**src/rtl/inst_mem_loader_if.sv**
```systemverilog
// Handshake and byte-write bus between a host that streams 32-bit
// instruction words and the instruction-memory loader.
// master: host side (drives words and start); slave: loader side.
`timescale 1ns/1ps
interface inst_mem_loader_if;
  logic        start;
  logic [31:0] word_in;
  logic        word_valid;
  logic        word_last;
  logic        word_ready;
  logic        mem_we;
  logic [63:0] mem_addr;
  logic [7:0]  mem_wdata;
  logic        busy;
  logic        done;
  logic [7:0]  word_count;
  logic [31:0] checksum;

  modport master (
    output start, word_in, word_valid, word_last,
    input  word_ready, mem_we, mem_addr, mem_wdata, busy, done, word_count, checksum
  );

  modport slave (
    input  start, word_in, word_valid, word_last,
    output word_ready, mem_we, mem_addr, mem_wdata, busy, done, word_count, checksum
  );
endinterface

```
**src/rtl/inst_mem_loader.sv**
```systemverilog
// Instruction memory loader: accepts 32-bit words over valid/ready and
// writes them little-endian into a byte-wide memory port, one byte per
// cycle (4 write cycles per word, 1 word per 5 cycles peak).
// Optional feature macro: INST_MEM_LOADER_CSUM_EN enables a running XOR
// checksum of every fully written word; when undefined checksum reads 0.
// All outputs are registered; reset_n is asynchronous, active low.
`timescale 1ns/1ps
module inst_mem_loader #(
  parameter int MEM_BYTES = 16,
  parameter int BASE_ADDR = 0,
  parameter int MAX_WORDS = MEM_BYTES / 4
) (
  input logic              clk,
  input logic              reset_n,
  inst_mem_loader_if.slave bus
);

  localparam int AW = $clog2(MEM_BYTES);
  // The memory only decodes MEM_BYTES bytes, so the byte address is formed
  // modulo MEM_BYTES: a non-zero base wraps back to the bottom of the array.
  localparam logic [AW-1:0] BASE_LOW = BASE_ADDR[AW-1:0];
  localparam logic [AW-1:0] OFF_ONE  = {{(AW-1){1'b0}}, 1'b1};
  localparam logic [AW-1:0] OFF_ZERO = {AW{1'b0}};
  localparam logic [7:0]    MAX_W8   = MAX_WORDS[7:0];

  typedef enum logic [1:0] {
    S_IDLE   = 2'd0,
    S_ACCEPT = 2'd1,
    S_WRITE  = 2'd2,
    S_DONE   = 2'd3
  } state_e;

  state_e        state_q, state_d;
  logic [AW-1:0] offset_q, offset_d;      // offset of the next byte to issue
  logic [1:0]    byte_idx_q, byte_idx_d;  // byte currently on the write port
  logic [31:0]   word_q, word_d;
  logic          last_q, last_d;
  logic [7:0]    count_q, count_d;
  logic [7:0]    count_inc_s;
  logic [AW-1:0] addr_q, addr_d;
  logic [7:0]    wdata_q, wdata_d;
  logic          we_q, we_d;
  logic          ready_q, ready_d;
  logic          busy_q, busy_d;
  logic          done_q, done_d;
  logic          session_clr_s;           // start accepted: new session
  logic          word_done_s;             // last byte of a word written

  // Little-endian byte lane select: lane 0 is bits 7:0.
  function automatic logic [7:0] byte_sel(input logic [31:0] w, input logic [1:0] idx);
    logic [7:0] b;
    case (idx)
      2'd0:    b = w[7:0];
      2'd1:    b = w[15:8];
      2'd2:    b = w[23:16];
      2'd3:    b = w[31:24];
      default: b = 8'h00;
    endcase
    return b;
  endfunction

  assign count_inc_s = count_q + 8'd1;

  // Next-state, datapath and registered-output next values.
  always_comb begin
    state_d       = state_q;
    offset_d      = offset_q;
    byte_idx_d    = byte_idx_q;
    word_d        = word_q;
    last_d        = last_q;
    count_d       = count_q;
    addr_d        = addr_q;
    wdata_d       = wdata_q;
    session_clr_s = 1'b0;
    word_done_s   = 1'b0;
    we_d          = 1'b0;
    ready_d       = 1'b0;
    busy_d        = 1'b0;
    done_d        = 1'b0;

    case (state_q)
      S_IDLE: begin
        if (bus.start) begin
          session_clr_s = 1'b1;
          state_d       = S_ACCEPT;
        end else begin
          state_d = S_IDLE;
        end
      end
      S_ACCEPT: begin
        if (bus.word_valid) begin
          word_d     = bus.word_in;
          last_d     = bus.word_last;
          byte_idx_d = 2'd0;
          addr_d     = BASE_LOW + offset_q;
          wdata_d    = bus.word_in[7:0];
          offset_d   = offset_q + OFF_ONE;
          state_d    = S_WRITE;
        end else begin
          state_d = S_ACCEPT;
        end
      end
      S_WRITE: begin
        if (byte_idx_q != 2'd3) begin
          byte_idx_d = byte_idx_q + 2'd1;
          addr_d     = BASE_LOW + offset_q;
          wdata_d    = byte_sel(word_q, byte_idx_d);
          offset_d   = offset_q + OFF_ONE;
          state_d    = S_WRITE;
        end else begin
          word_done_s = 1'b1;
          if (last_q || (count_inc_s == MAX_W8)) begin
            state_d = S_DONE;
          end else begin
            state_d = S_ACCEPT;
          end
        end
      end
      S_DONE: begin
        if (bus.start) begin
          session_clr_s = 1'b1;
          state_d       = S_ACCEPT;
        end else begin
          state_d = S_DONE;
        end
      end
      default: begin
        state_d = S_IDLE;
      end
    endcase

    if (session_clr_s) begin
      offset_d = OFF_ZERO;
      count_d  = 8'd0;
    end else if (word_done_s) begin
      count_d = count_inc_s;
    end else begin
      count_d = count_q;
    end

    // Status flags are registered copies of the upcoming state.
    we_d    = (state_d == S_WRITE);
    ready_d = (state_d == S_ACCEPT);
    busy_d  = (state_d == S_ACCEPT) || (state_d == S_WRITE);
    done_d  = (state_d == S_DONE);
  end

  // FSM state register.
  always_ff @(posedge clk or negedge reset_n) begin
    if (!reset_n) begin
      state_q <= S_IDLE;
    end else begin
      state_q <= state_d;
    end
  end

  // Datapath registers and registered outputs.
  always_ff @(posedge clk or negedge reset_n) begin
    if (!reset_n) begin
      offset_q   <= OFF_ZERO;
      byte_idx_q <= 2'd0;
      word_q     <= 32'h0;
      last_q     <= 1'b0;
      count_q    <= 8'd0;
      addr_q     <= OFF_ZERO;
      wdata_q    <= 8'h00;
      we_q       <= 1'b0;
      ready_q    <= 1'b0;
      busy_q     <= 1'b0;
      done_q     <= 1'b0;
    end else begin
      offset_q   <= offset_d;
      byte_idx_q <= byte_idx_d;
      word_q     <= word_d;
      last_q     <= last_d;
      count_q    <= count_d;
      addr_q     <= addr_d;
      wdata_q    <= wdata_d;
      we_q       <= we_d;
      ready_q    <= ready_d;
      busy_q     <= busy_d;
      done_q     <= done_d;
    end
  end

`ifdef INST_MEM_LOADER_CSUM_EN
  logic [31:0] csum_q;

  // Running XOR of completed words; updates with word_count.
  always_ff @(posedge clk or negedge reset_n) begin
    if (!reset_n) begin
      csum_q <= 32'h0;
    end else if (session_clr_s) begin
      csum_q <= 32'h0;
    end else if (word_done_s) begin
      csum_q <= csum_q ^ word_q;
    end else begin
      csum_q <= csum_q;
    end
  end

  assign bus.checksum = csum_q;
`else
  assign bus.checksum = 32'h0;
`endif

  assign bus.word_ready = ready_q;
  assign bus.mem_we     = we_q;
  assign bus.mem_addr   = {{(64-AW){1'b0}}, addr_q};
  assign bus.mem_wdata  = wdata_q;
  assign bus.busy       = busy_q;
  assign bus.done       = done_q;
  assign bus.word_count = count_q;

endmodule
```
**src/flat_wrapper.sv**
```systemverilog
// flat-port wrapper written by rule: the top's interface ports become plain ports
module inst_mem_loader_flat 
#(
  parameter int MEM_BYTES = 16,
  parameter int BASE_ADDR = 0,
  parameter int MAX_WORDS = MEM_BYTES / 4
)
  (clk, reset_n, bus_start, bus_word_in, bus_word_valid, bus_word_last, bus_word_ready, bus_mem_we, bus_mem_addr, bus_mem_wdata, bus_busy, bus_done, bus_word_count, bus_checksum);
  inst_mem_loader_if bus_i ();
  input logic clk;
  input logic reset_n;
  input wire logic [$bits(bus_i.start)-1:0] bus_start;
  input wire logic [$bits(bus_i.word_in)-1:0] bus_word_in;
  input wire logic [$bits(bus_i.word_valid)-1:0] bus_word_valid;
  input wire logic [$bits(bus_i.word_last)-1:0] bus_word_last;
  output wire logic [$bits(bus_i.word_ready)-1:0] bus_word_ready;
  output wire logic [$bits(bus_i.mem_we)-1:0] bus_mem_we;
  output wire logic [$bits(bus_i.mem_addr)-1:0] bus_mem_addr;
  output wire logic [$bits(bus_i.mem_wdata)-1:0] bus_mem_wdata;
  output wire logic [$bits(bus_i.busy)-1:0] bus_busy;
  output wire logic [$bits(bus_i.done)-1:0] bus_done;
  output wire logic [$bits(bus_i.word_count)-1:0] bus_word_count;
  output wire logic [$bits(bus_i.checksum)-1:0] bus_checksum;
  assign bus_i.start = bus_start;
  assign bus_i.word_in = bus_word_in;
  assign bus_i.word_valid = bus_word_valid;
  assign bus_i.word_last = bus_word_last;
  assign bus_word_ready = bus_i.word_ready;
  assign bus_mem_we = bus_i.mem_we;
  assign bus_mem_addr = bus_i.mem_addr;
  assign bus_mem_wdata = bus_i.mem_wdata;
  assign bus_busy = bus_i.busy;
  assign bus_done = bus_i.done;
  assign bus_word_count = bus_i.word_count;
  assign bus_checksum = bus_i.checksum;
  inst_mem_loader #(.MEM_BYTES(MEM_BYTES), .BASE_ADDR(BASE_ADDR), .MAX_WORDS(MAX_WORDS)) u_core (.clk(clk), .reset_n(reset_n), .bus(bus_i));
endmodule
```
**config.mk**
```make
export PLATFORM = sky130hd
export DESIGN_NAME = inst_mem_loader_flat
export DESIGN_NICKNAME = d
export VERILOG_FILES = /design/src/rtl/inst_mem_loader_if.sv /design/src/rtl/inst_mem_loader.sv /design/src/flat_wrapper.sv
export SDC_FILE = /design/constraint.sdc
export NUM_CORES = 1
export LEC_CHECK = 0
export ABC_CLOCK_PERIOD_IN_PS = 2040
export CORE_MARGIN = 10
export CORE_UTILIZATION = 38
export DETAILED_ROUTE_END_ITERATION = 16
export GPL_ROUTABILITY_DRIVEN = 0
export HOLD_SLACK_MARGIN = 0.02
export PLACE_DENSITY = 0.89
export SYNTH_ARGS = -nofsm -noshare
export SYNTH_HDL_FRONTEND = slang
export SYNTH_SLANG_ARGS = --single-unit
```
**constraint.sdc**
```tcl
create_clock -name clk -period 2.04 [get_ports clk]
set_clock_uncertainty 0.15 [all_clocks]
set_input_delay 0.306 -clock clk [delete_from_list [all_inputs] [get_ports clk]]
set_output_delay 0.306 -clock clk [all_outputs]
set_load 0.05 [all_outputs]
```
## Word level (Yosys, flattened, before mapping)

Index checks and enable logic that the tools add are counted.

- $add $sub $neg: 3
- Equality and inequality tests: 15
- Multiplexer cells: 26
- Reduce and logical (&&, ||, !) cells: 11

Operator list:

| operator | count |
|---|---|
| 2-to-1 mux 8 bit | 4 |
| case mux 8 bit (4 select lines) | 1 |
| 2-to-1 mux 4 bit | 5 |
| case mux 4 bit (2 select lines) | 2 |
| case mux 8 bit (2 select lines) | 1 |
| equality test 2 bit, second input constant | 6 |
| 2-to-1 mux 2 bit | 6 |
| adder 8 x 1 -> 8 bit, second input constant | 1 |
| equality test 8 x 3 -> 1 bit, second input constant | 1 |
| case mux 2 bit (4 select lines) | 1 |
| equality test 2 x 1 -> 1 bit, second input constant | 3 |
| AND reduction 3 bit | 2 |
| 2-to-1 mux 1 bit | 5 |
| adder 4 x 1 -> 4 bit, second input constant | 1 |
| logical NOT 2 bit | 2 |
| inequality test 2 bit, second input constant | 2 |
| case mux 2 bit (2 select lines) | 1 |
| nonzero test 2 bit | 2 |
| inequality test 3 x 1 -> 1 bit, second input constant | 1 |
| inequality test 3 x 2 -> 1 bit, second input constant | 1 |
| nonzero test 3 bit | 1 |
| adder 2 x 1 -> 2 bit, second input constant | 1 |
| logical OR 1 bit | 2 |
| inequality test 2 x 1 -> 1 bit, second input constant | 1 |
| other kinds (2) | 2 |

- Register bits after elaboration: 65
- Input bits: 37
- Output and inout port bits: 116

## Logic depth before layout (Yosys ltp)

- Word-level depth: 8
- Mapped depth: 8
- Mapped depth without buffers: 7

## Worst setup path before layout

OpenSTA, ideal clock, no wires.

- Kind: reg-to-reg
- From: register u_core.count_q[2] (netlist: u_core.bus.word_count[2])
- To: register u_core.busy_q (netlist: u_core.bus.busy)
- Setup time: 0.113 ns
- Arrival time: 1.718 ns
- Slack: 0.059 ns
- Cell stages (with the launch flop): 7
- Path through: dfrtp_1 > and3_4 > a211o_1 > a211oi_2 > or2_1 > ha_1 > inv_1

- Longest elaborated chain between the ends: 8
- Elaborated cells on any way between the ends: 9
- Those cells by class: add/sub (1); eq/ne (3); mux (3); reduce/logical (2)

RTL lines:

| element | line | RTL |
|---|---|---|
| start: declaration | inst_mem_loader.sv:38 | `logic [7:0] count_q, count_d;` |
| start signal: assignment | inst_mem_loader.sv:176 | `count_q <= count_d;` |
| adder 8 x 1 -> 8 bit (*) | inst_mem_loader.sv:62 | `assign count_inc_s = count_q + 8'd1;` |
| equality test 8 x 3 -> 1 bit (*) | inst_mem_loader.sv:112 | `if (last_q \|\| (count_inc_s == MAX_W8)) begin` |
| logical OR 1 bit (*) | inst_mem_loader.sv:112 |  |
| 2-to-1 mux 2 bit (*) | inst_mem_loader.sv:112 |  |
| 2-to-1 mux 2 bit (*) | inst_mem_loader.sv:104 | `if (byte_idx_q != 2'd3) begin` |
| case mux 2 bit (4 select lines) (*) | inst_mem_loader.sv:81 | `case (state_q)` |
| named net u_core.state_d[1] | inst_mem_loader.sv:33 | `state_e state_q, state_d;` |
| equality test 2 x 1 -> 1 bit or equality test 2 bit (tied branches) | inst_mem_loader.sv:144 | `busy_d = (state_d == S_ACCEPT) \|\| (state_d == S_WRITE);` |
| logical OR 1 bit (*) | inst_mem_loader.sv:144 |  |
| named net u_core.busy_d | inst_mem_loader.sv:44 | `logic busy_q, busy_d;` |
| end signal: assignment | inst_mem_loader.sv:181 | `busy_q <= busy_d;` |
| end: declaration | inst_mem_loader.sv:44 |  |

Mark *: on every way through the listed nets, which the timed path passes. The rest lies on a longest branch.
A chain may end at the register's enable or synchronous reset.

## Worst setup path in the final report

- From: register u_core.wdata_q[6] (netlist: u_core.bus.mem_wdata[6])
- To: output port bus_mem_wdata[6]

RTL lines:

| element | line | RTL |
|---|---|---|
| start: declaration | inst_mem_loader.sv:41 | `logic [7:0] wdata_q, wdata_d;` |
| start signal: assignment | inst_mem_loader.sv:178 | `wdata_q <= wdata_d;` |
| end: declaration | flat_wrapper.sv:19 | `output wire logic [$bits(bus_i.mem_wdata)-1:0] bus_mem_wdata;` |

No word-level cell between the ends.

==> flow_metrics.tcl <==
set metrics [dict create \
    nFillCells 775 \
    cts_max_level 3 \
    firstDrtPassIters 5 \
    synth_mux_area_frac 0.104 \
    ff2ff_path_depth 7 \
    drt_iter0_markers 119 \
    cts_tree "done" \
    crit_buf_inv 1 \
    status "complete, no violations" \
    cp-start-kind "flip-flop" \
    worstPathCellList "clkdlybuf4s50_1" \
    synth_area_leaders "dfrtp_1, buf_4, mux2_2" \
    ys.warnings.count 0 \
    grt-ovfl-total 0 \
    wirelength_um 7530 \
    path_delay_family "buffers and inverters" \
    worstMarginPinSlew_ns 0.516 \
    grt.total_usage 0.111 \
    grt_pass1_wl_um 11800 \
    drtAntennaViolNets 0 \
    synth-simple-area-share 0.0775 \
    p_switching_mw 2.40 \
    num_rows 34 \
    cts_buffer_depth 2 \
    num_vias 2217 \
    ios 153 \
    rsz0062_at_grt "no" \
    die_h_um 114 \
    ir_drop_mv 1.04 \
    die-area_mm2 0.0130 \
    endpoint_kind "output pin" \
    cts_buffers 9 \
    syn-cell-area_mm2 0.00336 \
    pwr-share-clk 0.199 \
    post-route-period-util 0.969 \
    criticalPathCategory "reg2out" \
    post_drt_wl_per_cell_um 15.4 \
    synth_cells 307 \
    clock-root-buffer "clkbuf_8" \
    synth_area_leader_cell "dfrtp_1" \
    p_int_mw 3.31 \
    synth_ff_type "dfrtp_1" \
    grt_max_degree 58 \
    maxSlewHeadroom 0.656 \
    antenna_found_initial 0 \
    initial_utilization 0.387 \
    postLayoutCellArea_mm2 0.00400 \
    clk_pin_slew_ns 0.07 \
    ys_seq_area_frac 0.425 \
    synth-xor-area-share 0.0287 \
    synth-edff-count 0 \
    p_seq_frac 0.327 \
    finalCriticalPeriod_ns 1.98 \
    synth_top_family_by_area "buffers and inverters" \
    drv_cap 0 \
    antenna_cells 0 \
    synthAdderAreaFrac 0.0484 \
    yosysUniqueCellTypes 38 \
    core_area_mm2 0.00868 \
    p_leak_nw 1.93 \
    clk-insertion-delay-late_ns 0.34 \
    hpwl_um 5960 \
    avgSynthCellArea_um2 10.9 \
    finalHoldViolCount 0 \
    path_depth 1 \
    p_comb_frac 0.474 \
    async_reset_ff_frac 1.00 \
    slew_violations 0 \
    fmax_ghz 0.506 \
    fin_nets 427 \
    final_util 0.461 \
    areaGrowthSynthToFinish_pct 19.0 \
    placed_area_mm2 0.00376 \
    crit_fanout 3 \
    setup_viol 0 \
    portBuffers 60 \
    drive_above_1_share 0.207 \
    grt_pass1_vias 2348 \
    die_w_um 114 \
    cts.sinks 57 \
    synth-compound-area-share 0.0857 \
    slowest_stage "clkdlybuf4s50_1" \
    swShare 0.420 \
    max_stage_delay_ns 0.82 \
    arrival_ns 1.52 \
    drc 0 \
    synth_top_cell_area_share 0.425 \
    pwr_density_cell_mw_per_mm2 1430 \
    viasPerCell 4.52 \
    critPathRequiredTime_ns 1.58 \
    ys_ff_latch 57 \
    hold_path_class "in2async" \
]
## synthesized netlist by cell type, types with 3 or more instances
cell       n
nand4_1    4
a221oi_1   8
a222oi_1   9
buf_4     93
mux2_2    30
a22o_1     4
inv_1      7
ha_1      13
buf_1      3
dfrtp_1   57
buf_2      7
nand3_1    3
o22ai_1    8
xor2_1     6
nor2_1    20
nand2_1    8
xnor2_1    5
## layout by cell type, fill, tap and decap left out, types with 2 or more instances in the layout
| cell type | instances |
|---|---|
| a221oi_1 | 8 |
| a222oi_1 | 9 |
| a22o_1 | 4 |
| buf_12 | 3 |
| buf_4 | 21 |
| bufinv_16 | 2 |
| clkbuf_8 | 9 |
| clkdlybuf4s50_1 | 42 |
| clkinv_2 | 3 |
| conb_1 | 92 |
| dfrtp_1 | 57 |
| dlymetal6s2s_1 | 3 |
| ha_1 | 13 |
| inv_1 | 7 |
| mux2_2 | 30 |
| nand2_1 | 8 |
| nand2_4 | 2 |
| nand3_1 | 3 |
| nand4_1 | 4 |
| nor2_1 | 20 |
| o22ai_1 | 8 |
| xnor2_1 | 5 |
| xor2_1 | 6 |
## worst paths after layout
| kind | from | end | slack, ns |
|---|---|---|---|
| min reg2reg | u_core.word_q[12] | u_core.word_q[12] | 0.36 |
| min in group clk | u_core.word_q[12] | u_core.word_q[12] | 0.36 |
| min | reset_n | u_core.word_q[21] | 0.35 |
| max reg2reg | u_core.state_q[0] | u_core.bus.busy | 0.11 |
| max | u_core.bus.mem_wdata[6] | bus_mem_wdata[6] | 0.06 |
| max in group asynchronous | reset_n | u_core.word_q[8] | 1.14 |
## tightest hold or removal path: cells and delay by family
family                 cells  cell delay, ns
buffers and inverters      3            0.91
## per-stage QoR
stage / instances / setup TNS [ns] / hold WS, ns / setup slack [ns] / power [mW]
global placement: 473 / -0.0320 / 0.170 / -0.0320 / 4.47
finish: 490 / 0 / 0.348 / 0.0622 / 5.71
floorplan: 398 / 0 / -0.140 / 0.0588 / 3.93
CTS: 490 / 0 / 0.340 / 0.00143 / 5.74
detailed placement: 473 / -0.104 / 0.182 / -0.104 / 4.58
global route: 490 / 0 / 0.364 / 0.00236 / 6.02
## per-layer routing
layer,wire length [µm],part of all wire,up-vias,global-route usage
met4,36,0.0048,0,0.0393
met1,2710,0.36,1083,0.119
met2,3730,0.50,118,0.186
li1,-,-,1012,-
met3,1050,0.14,4,0.0525
met5,0,0,-,0
## power groups by stage
stage               clock network [mW]  registers [mW]  logic [mW]
floorplan                            0            2.27        1.66
global placement                     0            1.85        2.63
detailed placement                   0            1.88        2.71
CTS                               1.16            1.86        2.72
global route                      1.21            1.91        2.90
finish                            1.14            1.86        2.70
## cell families after synthesis
logic type                 Yosys count
AOI/OAI and AO/OA                   34
xor gates and xnor gates            11
adders and majority gates           13
buffers and inverters              111
DFF                                 57
and+or+nand+nor                     49
other                                1
muxes                               31
## layout make-up
cell class	count	area (µm²)	share of cell area
Clock buffer	10	128	0.0319
Inverter	8	30.0	0.00751
Timing Repair Buffer	71	691	0.173
Sequential cell	57	1430	0.357
Multi-Input combinational cell	230	1510	0.377
Tap cell	108	135	0.0338
Clock inverter	6	82.6	0.0207
## repair_timing
| item | CTS | global route |
|---|---|---|
| endpoints found under the hold margin | 57 | 0 |
| setup buffers | 0 | 0 |
| setup endpoints to repair | 0 | 5 |
| hold buffers | 1 | 0 |
| resized for setup | 0 | 4 |
## sequential cells by signal, indices dropped and copies added (netlist names)
| name | flops |
|---|---|
| u_core.addr_q | 4 |
| u_core.bus.busy | 1 |
| u_core.bus.done | 1 |
| u_core.bus.mem_wdata | 8 |
| u_core.bus.mem_we | 1 |
| u_core.bus.word_count | 8 |
| u_core.bus.word_ready | 1 |
| u_core.byte_idx_q | 2 |
| u_core.last_q | 1 |
| u_core.offset_q | 4 |
| u_core.state_q | 2 |
| u_core.word_q | 24 |
(Power assumes the default switching activity.)
